===== src/rtl/gomoku_pkg.sv =====
// Shared Gomoku definitions: board geometry, player and winner encodings,
// and the move-controller FSM states.
package gomoku_pkg;

  localparam int BOARD_N = 15;
  localparam int CELLS   = BOARD_N * BOARD_N;
  localparam int CNT_W   = 8;
  localparam int IDX_W   = 8;

  typedef enum logic {
    BLACK = 1'b0,
    WHITE = 1'b1
  } player_e;

  typedef enum logic [1:0] {
    NONE      = 2'b00,
    BLACK_WIN = 2'b01,
    WHITE_WIN = 2'b10,
    DRAW      = 2'b11
  } winner_e;

  typedef enum logic [1:0] {
    IDLE   = 2'b00,
    COMMIT = 2'b01,
    CHECK  = 2'b10,
    DONE   = 2'b11
  } state_e;

  // Winner code reported when the given player completes five in a row.
  function automatic winner_e win_code(input player_e p);
    return (p == WHITE) ? WHITE_WIN : BLACK_WIN;
  endfunction

endpackage


===== src/rtl/cell_index.sv =====
// Maps a (row, col) board coordinate to its linear cell index and flags
// whether the coordinate lies on the board.
module cell_index
  import gomoku_pkg::*;
(
  input  logic [3:0]       row_i,
  input  logic [3:0]       col_i,
  output logic [IDX_W-1:0] idx_o,
  output logic             in_range_o
);

  // Linear index and range flag; max value 15*15+15 = 240 fits in 8 bits.
  always_comb begin
    idx_o      = IDX_W'(row_i) * IDX_W'(BOARD_N) + IDX_W'(col_i);
    in_range_o = (row_i < 4'(BOARD_N)) && (col_i < 4'(BOARD_N));
  end

endmodule


===== src/rtl/gomoku_move_ctrl.sv =====
// Gomoku move controller: validates move requests, commits stones into the
// per-player bitmaps, feeds the direction checkers and tracks turn/winner.
module gomoku_move_ctrl
  import gomoku_pkg::*;
(
  input  logic             clk,
  input  logic             rst,
  input  logic             new_game,
  input  logic             move_valid,
  input  logic [3:0]       move_row,
  input  logic [3:0]       move_col,
  output logic             move_ready,
  output logic             move_ack,
  output logic             move_err,
  output logic [CELLS-1:0] ch_black,
  output logic [CELLS-1:0] ch_white,
  output logic [3:0]       chk_row,
  output logic [3:0]       chk_col,
  output logic [CELLS-1:0] chk_ch,
  input  logic [3:0]       win_in,
  output logic             turn,
  output logic [CNT_W-1:0] move_cnt,
  output logic             game_over,
  output logic [1:0]       winner
);

  localparam logic [CELLS-1:0] CELL_ONE = {{(CELLS-1){1'b0}}, 1'b1};

  state_e           state_q;
  logic [CELLS-1:0] ch_black_q, ch_white_q, chk_ch_q;
  logic [3:0]       row_q, col_q, chk_row_q, chk_col_q;
  logic [IDX_W-1:0] idx_q;
  logic             turn_q, game_over_q, ready_q, ack_q, err_q;
  logic [CNT_W-1:0] move_cnt_q;
  winner_e          winner_q;

  logic [IDX_W-1:0] req_idx_s;
  logic             req_in_range_s;
  logic             req_legal_s;
  logic [CELLS-1:0] occupied_s;
  logic [CELLS-1:0] new_bm_s;

  cell_index u_cell_index (
    .row_i      (move_row),
    .col_i      (move_col),
    .idx_o      (req_idx_s),
    .in_range_o (req_in_range_s)
  );

  // Legality of the presented request and the mover's bitmap after commit.
  always_comb begin
    occupied_s = ch_black_q | ch_white_q;
    if (req_in_range_s) begin
      req_legal_s = ~occupied_s[req_idx_s];
    end else begin
      req_legal_s = 1'b0;
    end
    new_bm_s = (turn_q ? ch_white_q : ch_black_q) | (CELL_ONE << idx_q);
  end

  // Move FSM with all outputs registered; rst/new_game clear everything.
  always_ff @(posedge clk) begin
    if (rst || new_game) begin
      state_q     <= IDLE;
      ch_black_q  <= '0;
      ch_white_q  <= '0;
      chk_ch_q    <= '0;
      chk_row_q   <= 4'd0;
      chk_col_q   <= 4'd0;
      row_q       <= 4'd0;
      col_q       <= 4'd0;
      idx_q       <= '0;
      turn_q      <= 1'b0;
      move_cnt_q  <= '0;
      game_over_q <= 1'b0;
      winner_q    <= NONE;
      ready_q     <= 1'b1;
      ack_q       <= 1'b0;
      err_q       <= 1'b0;
    end else begin
      ack_q <= 1'b0;
      err_q <= 1'b0;
      case (state_q)
        IDLE: begin
          if (move_valid && ready_q) begin
            row_q <= move_row;
            col_q <= move_col;
            idx_q <= req_idx_s;
            if (req_legal_s) begin
              state_q <= COMMIT;
              ready_q <= 1'b0;
            end else begin
              err_q <= 1'b1;
            end
          end
        end
        COMMIT: begin
          if (turn_q) begin
            ch_white_q <= new_bm_s;
          end else begin
            ch_black_q <= new_bm_s;
          end
          chk_row_q  <= row_q;
          chk_col_q  <= col_q;
          chk_ch_q   <= new_bm_s;
          move_cnt_q <= move_cnt_q + 8'd1;
          ack_q      <= 1'b1;
          state_q    <= CHECK;
        end
        CHECK: begin
          // Checkers are combinational on chk_*, so win_in is valid now.
          if (|win_in) begin
            winner_q    <= win_code(player_e'(turn_q));
            game_over_q <= 1'b1;
            state_q     <= DONE;
          end else if (move_cnt_q == CNT_W'(CELLS)) begin
            winner_q    <= DRAW;
            game_over_q <= 1'b1;
            state_q     <= DONE;
          end else begin
            turn_q  <= ~turn_q;
            ready_q <= 1'b1;
            state_q <= IDLE;
          end
        end
        DONE: begin
          state_q <= DONE;
        end
        default: begin
          state_q <= IDLE;
          ready_q <= ~game_over_q;
        end
      endcase
    end
  end

  assign move_ready = ready_q;
  assign move_ack   = ack_q;
  assign move_err   = err_q;
  assign ch_black   = ch_black_q;
  assign ch_white   = ch_white_q;
  assign chk_row    = chk_row_q;
  assign chk_col    = chk_col_q;
  assign chk_ch     = chk_ch_q;
  assign turn       = turn_q;
  assign move_cnt   = move_cnt_q;
  assign game_over  = game_over_q;
  assign winner     = winner_q;

endmodule


===== config.mk =====
export PLATFORM = sky130hd
export DESIGN_NAME = gomoku_move_ctrl
export DESIGN_NICKNAME = d
export VERILOG_FILES = /design/src/rtl/gomoku_pkg.sv /design/src/rtl/cell_index.sv /design/src/rtl/gomoku_move_ctrl.sv
export SDC_FILE = /design/constraint.sdc
export NUM_CORES = 2
export LEC_CHECK = 0
export CAP_MARGIN = 20
export CORE_AREA = 2 2 281 283
export CTS_CLUSTER_DIAMETER = 200
export DETAILED_ROUTE_END_ITERATION = 10
export DIE_AREA = 0 0 283 285
export PLACE_DENSITY = 0.66
export SETUP_SLACK_MARGIN = 0.4
export SYNTH_ARGS = -nofsm -noshare
export SYNTH_HDL_FRONTEND = slang
export SYNTH_SLANG_ARGS = --single-unit

===== constraint.sdc =====
create_clock -name clk -period 5.1 [get_ports clk]
set_input_delay 0.51 -clock clk [delete_from_list [all_inputs] [get_ports clk]]
set_output_delay 0.51 -clock clk [all_outputs]
set_load 0.01 [all_outputs]

==> results by group <==
Synth
  • Avg Cell Area, Syn: 8.63 um2
  • Post-Syn Instances: 3,587
  • Top_reg_cell synth: dfxtp_1
  • Cell Area, Synth: 30,900 um2
  • Syn Nets: 3,630
  • Ys Warns: 0
  • Sequential share of the synthesized area: 0.463
  • Post-synthesis cell type count: 69
  • Flops & latches, synth: 716
  • Ys async rst share: 0
  • Post-synth EDFFs: 0

GRT
  • Vias in the first global route: 27,900
  • Met3 usage: 0.103
  • Remaining Overflow, GRT: 0
  • GRT busiest layer: met2
  • Met2 global-route usage: 0.538
  • Initial antenna violation count: 1
  • Largest net degree at the start of global routing: 218
  • Tot GR Track Use: 0.344
  • Grt met1 use: 0.439
  • First-pass GRT wire length: 208 mm

CTS
  • Clock Path Buffers: 3
  • Postcts setup bufs: 0
  • Worst-Skew Late Latency: 0.64 ns
  • Clock Pin Slew Worst Setup and Hold Paths: 0.06 ns
  • Htree depth: 3
  • Root Buffer Master: clkbuf_16
  • Inserted Clock Buffers: 82
  • TritonCTS clock tree: yes
  • Cts repair resizes: 0
  • Clk sinks: 716
  • CTS hold repair buffers: 0

Floorplan
  • Die area: 80,700 um2
  • Die Ht: 285 um
  • Io pins: 714
  • Site row count: 103
  • Die Width: 283 um
  • Effective utilization at floorplan: 0.397
  • Core box area: 78,000 um2

Detailed routing
  • Via count: 31,000
  • Final antenna-violating net count: 0
  • WL/cell: 27.8 um
  • Drt pass-1 iters: 6
  • DRT Wirelength: 146 mm
  • Vias/cell: 5.93
  • DR DRC count: 0
  • DRT iter0 DRCs: 3,097

Finish
  • # diodes: 0
  • Highest-count cells in the layout ignoring fill and taps: 835 x nor2_1, 715 x dfxtp_1, 713 x clkdlybuf4s50_1, 703 x a211oi_1, 230 x nor2b_1
  • Fillers: 7,080
  • Area growth syn-to-layout: 35.7%
  • Post-route cell area: 42,000 um2
  • Final Core Density: 0.539
  • Nets@finish: 4,166
  • Layout cell share with drive strength beyond 1: 0.0666
  • Area taken by flip-flops and latches: 14,300 um2
  • Area occupied by multi-input gates: 15,300 um2
  • Most common cell after layout, fill and taps aside: nor2_1

STA
  • # setup viols final: 0
  • Skew final: 0.0172 ns
  • Worst Tran Pin Value: 1.50 ns
  • Fin. max-slew vios: 10
  • Hold Fails Final Rpt: 0
  • RSZ-0062 raised after global routing: no
  • Setup ws final: 0.567 ns
  • Final Critical Period: 4.53 ns
  • Relative slew margins: -0.00202
  • Final Cycle Share: 0.889
  • Hold Slack: 0.452 ns
  • Fmax: 221 MHz

Status
  • Status: complete, but fails checks
  • Failing checks: slew limit

Worst setup path
  • RR Startpoint: state_q[0]$_SDFFE_PP0P_
  • CP Max Fanout: 15
  • CP max stage cell: fa_4
  • CP top delay family: adder cells
  • Worst Setup Path Type: in -> reg
  • Arr. time, crit path: 5.07 ns
  • Required @ worst endpoint: 5.64 ns
  • Worst-path cell chain: clkdlybuf4s50_1, fa_1, fa_1, fa_4, buf_4, buf_4, nor3_1, a211oi_1, a21oi_1, a211o_1, a31oi_1, and4b_1, a2111oi_4, o31a_1
  • Crit-path max cell delay: 0.99 ns
  • Reg2Reg Depth: 6
  • CP Buf/Inv Count: 3
  • Internal reg-to-reg setup slack: 2.07 ns
  • CP Launch Type: input port
  • RR Endpoint: ch_white[117]$_SDFFE_PP0P_
  • Critical path depth: 14
  • CP endpoint kind: register
  • Worst Setup SP: move_row[0]
  • Critical Path End: state_q[0]$_SDFFE_PP0P_

Place
  • Port Buf Inserts: 713
  • Setup WS pre-CTS: -0.160 ns
  • Post-place instance area: 39,100 um2
  • Dpl hpwl: 107 mm
  • RePlAce Congestion: 0.915

Worst hold path
  • Hold WC Path Type: reg -> reg

Power
  • Pwr/cell area: 391 nW/um2
  • Worst ir drop on vdd: 245 uV
  • Static leakage: 0.0131 uW
  • Design Power: 16,400 uW

Job
  • Max-Cap Viols: 0
synthesized netlist by cell type (all sizes together), types with 7 or more instances:
cell type	instances	share of area
nand2b	10	0.0020
a21oi	56	0.0091
a211oi	704	0.17
o31ai	24	0.0077
nand2	67	0.0081
a221oi	225	0.064
nor3	97	0.016
nor4	13	0.0026
dfxtp	716	0.46
clkbuf	310	0.038
nor2	841	0.10
ha	20	0.0081
nand3	13	0.0021
o311ai	16	0.0045
fa	7	0.0045
o22ai	20	0.0040
inv	16	0.0019
o21ai	42	0.0068
buf	50	0.0095
xor2	8	0.0023
nor2b	233	0.047
cells by family (layout without fill, tap and decap cells):
logic type	count (synthesis)	after routing	share of synthesized area
flip-flops	716	716	0.463
AND/OR/NAND/NOR	1310	1310	0.188
XOR/XNOR	12	12	0.00340
buffers and inverters	376	978	0.0490
adder cells (fa/ha/maj)	27	27	0.0126
AO/OA/AOI/OAI	1144	1144	0.283
multiplexers	2	2	0.000687
report_power, final:
part           switching, uW  internal [uW]
registers                303           5870
clock network           2580           3770
logic                   2460           1450
total                   5340          11100
per-stage QoR:
step / TNS [ns] / std cells
after floorplan: 0 / 3587
final: 0 / 5239
after CTS: 0 / 5239
after global placement: -0.0782 / 5087
after detailed placement: -0.464 / 5089
after global routing: 0 / 5239
final cells by class:
cell class                 count  area share
multi-input combinational   2495       0.363
sequential                   716       0.341
timing repair buffer         812       0.194
clock buffer                 117      0.0563
tap                         1050      0.0313
clock inverter                33      0.0122
inverter                      16     0.00143
sequential cells by signal, indices dropped and copies added (netlist names), 2 cells and up:
register and flops:
ch_black 225, ch_white 225, chk_ch 225, chk_col 4, chk_row 4, col_q 4
idx_q 8, move_cnt 8, row_q 4, state_q 2, winner 2
tightest hold or removal path: cells and delay by family (launching register included):
| kind | cells | cell delay [ns] |
|---|---|---|
| AND/OR/NAND/NOR | 1 | 0.05 |
| AO/OA/AOI/OAI | 1 | 0.05 |
| flip-flops | 1 | 0.31 |
how the worst min path moves through the flow:
stage                           start                      end  slack (ns)  cells past startpoint
3_5_place_dp   winner[1]$_SDFFE_PP0P_   winner[1]$_SDFFE_PP0P_        0.44                      2
4_1_cts         col_q[3]$_SDFFE_PP0P_  chk_col[3]$_SDFFE_PP0P_        0.45                      2
2_1_floorplan   col_q[0]$_SDFFE_PP0P_  chk_col[0]$_SDFFE_PP0P_        0.43                      2
3_3_place_gp   game_over$_SDFFE_PP0P_   game_over$_SDFFE_PP0P_        0.44                      2
5_1_grt         col_q[0]$_SDFFE_PP0P_  chk_col[0]$_SDFFE_PP0P_        0.47                      2
6_report        col_q[3]$_SDFFE_PP0P_  chk_col[3]$_SDFFE_PP0P_        0.45                      2
metal layers:
metal,share of wire,routed length (um)
met1,0.40,58800
met2,0.45,65400
met3,0.10,14500
met4,0.047,6840
met5,0.00014,20
No activity file was read; power rests on OpenSTA's default activity.
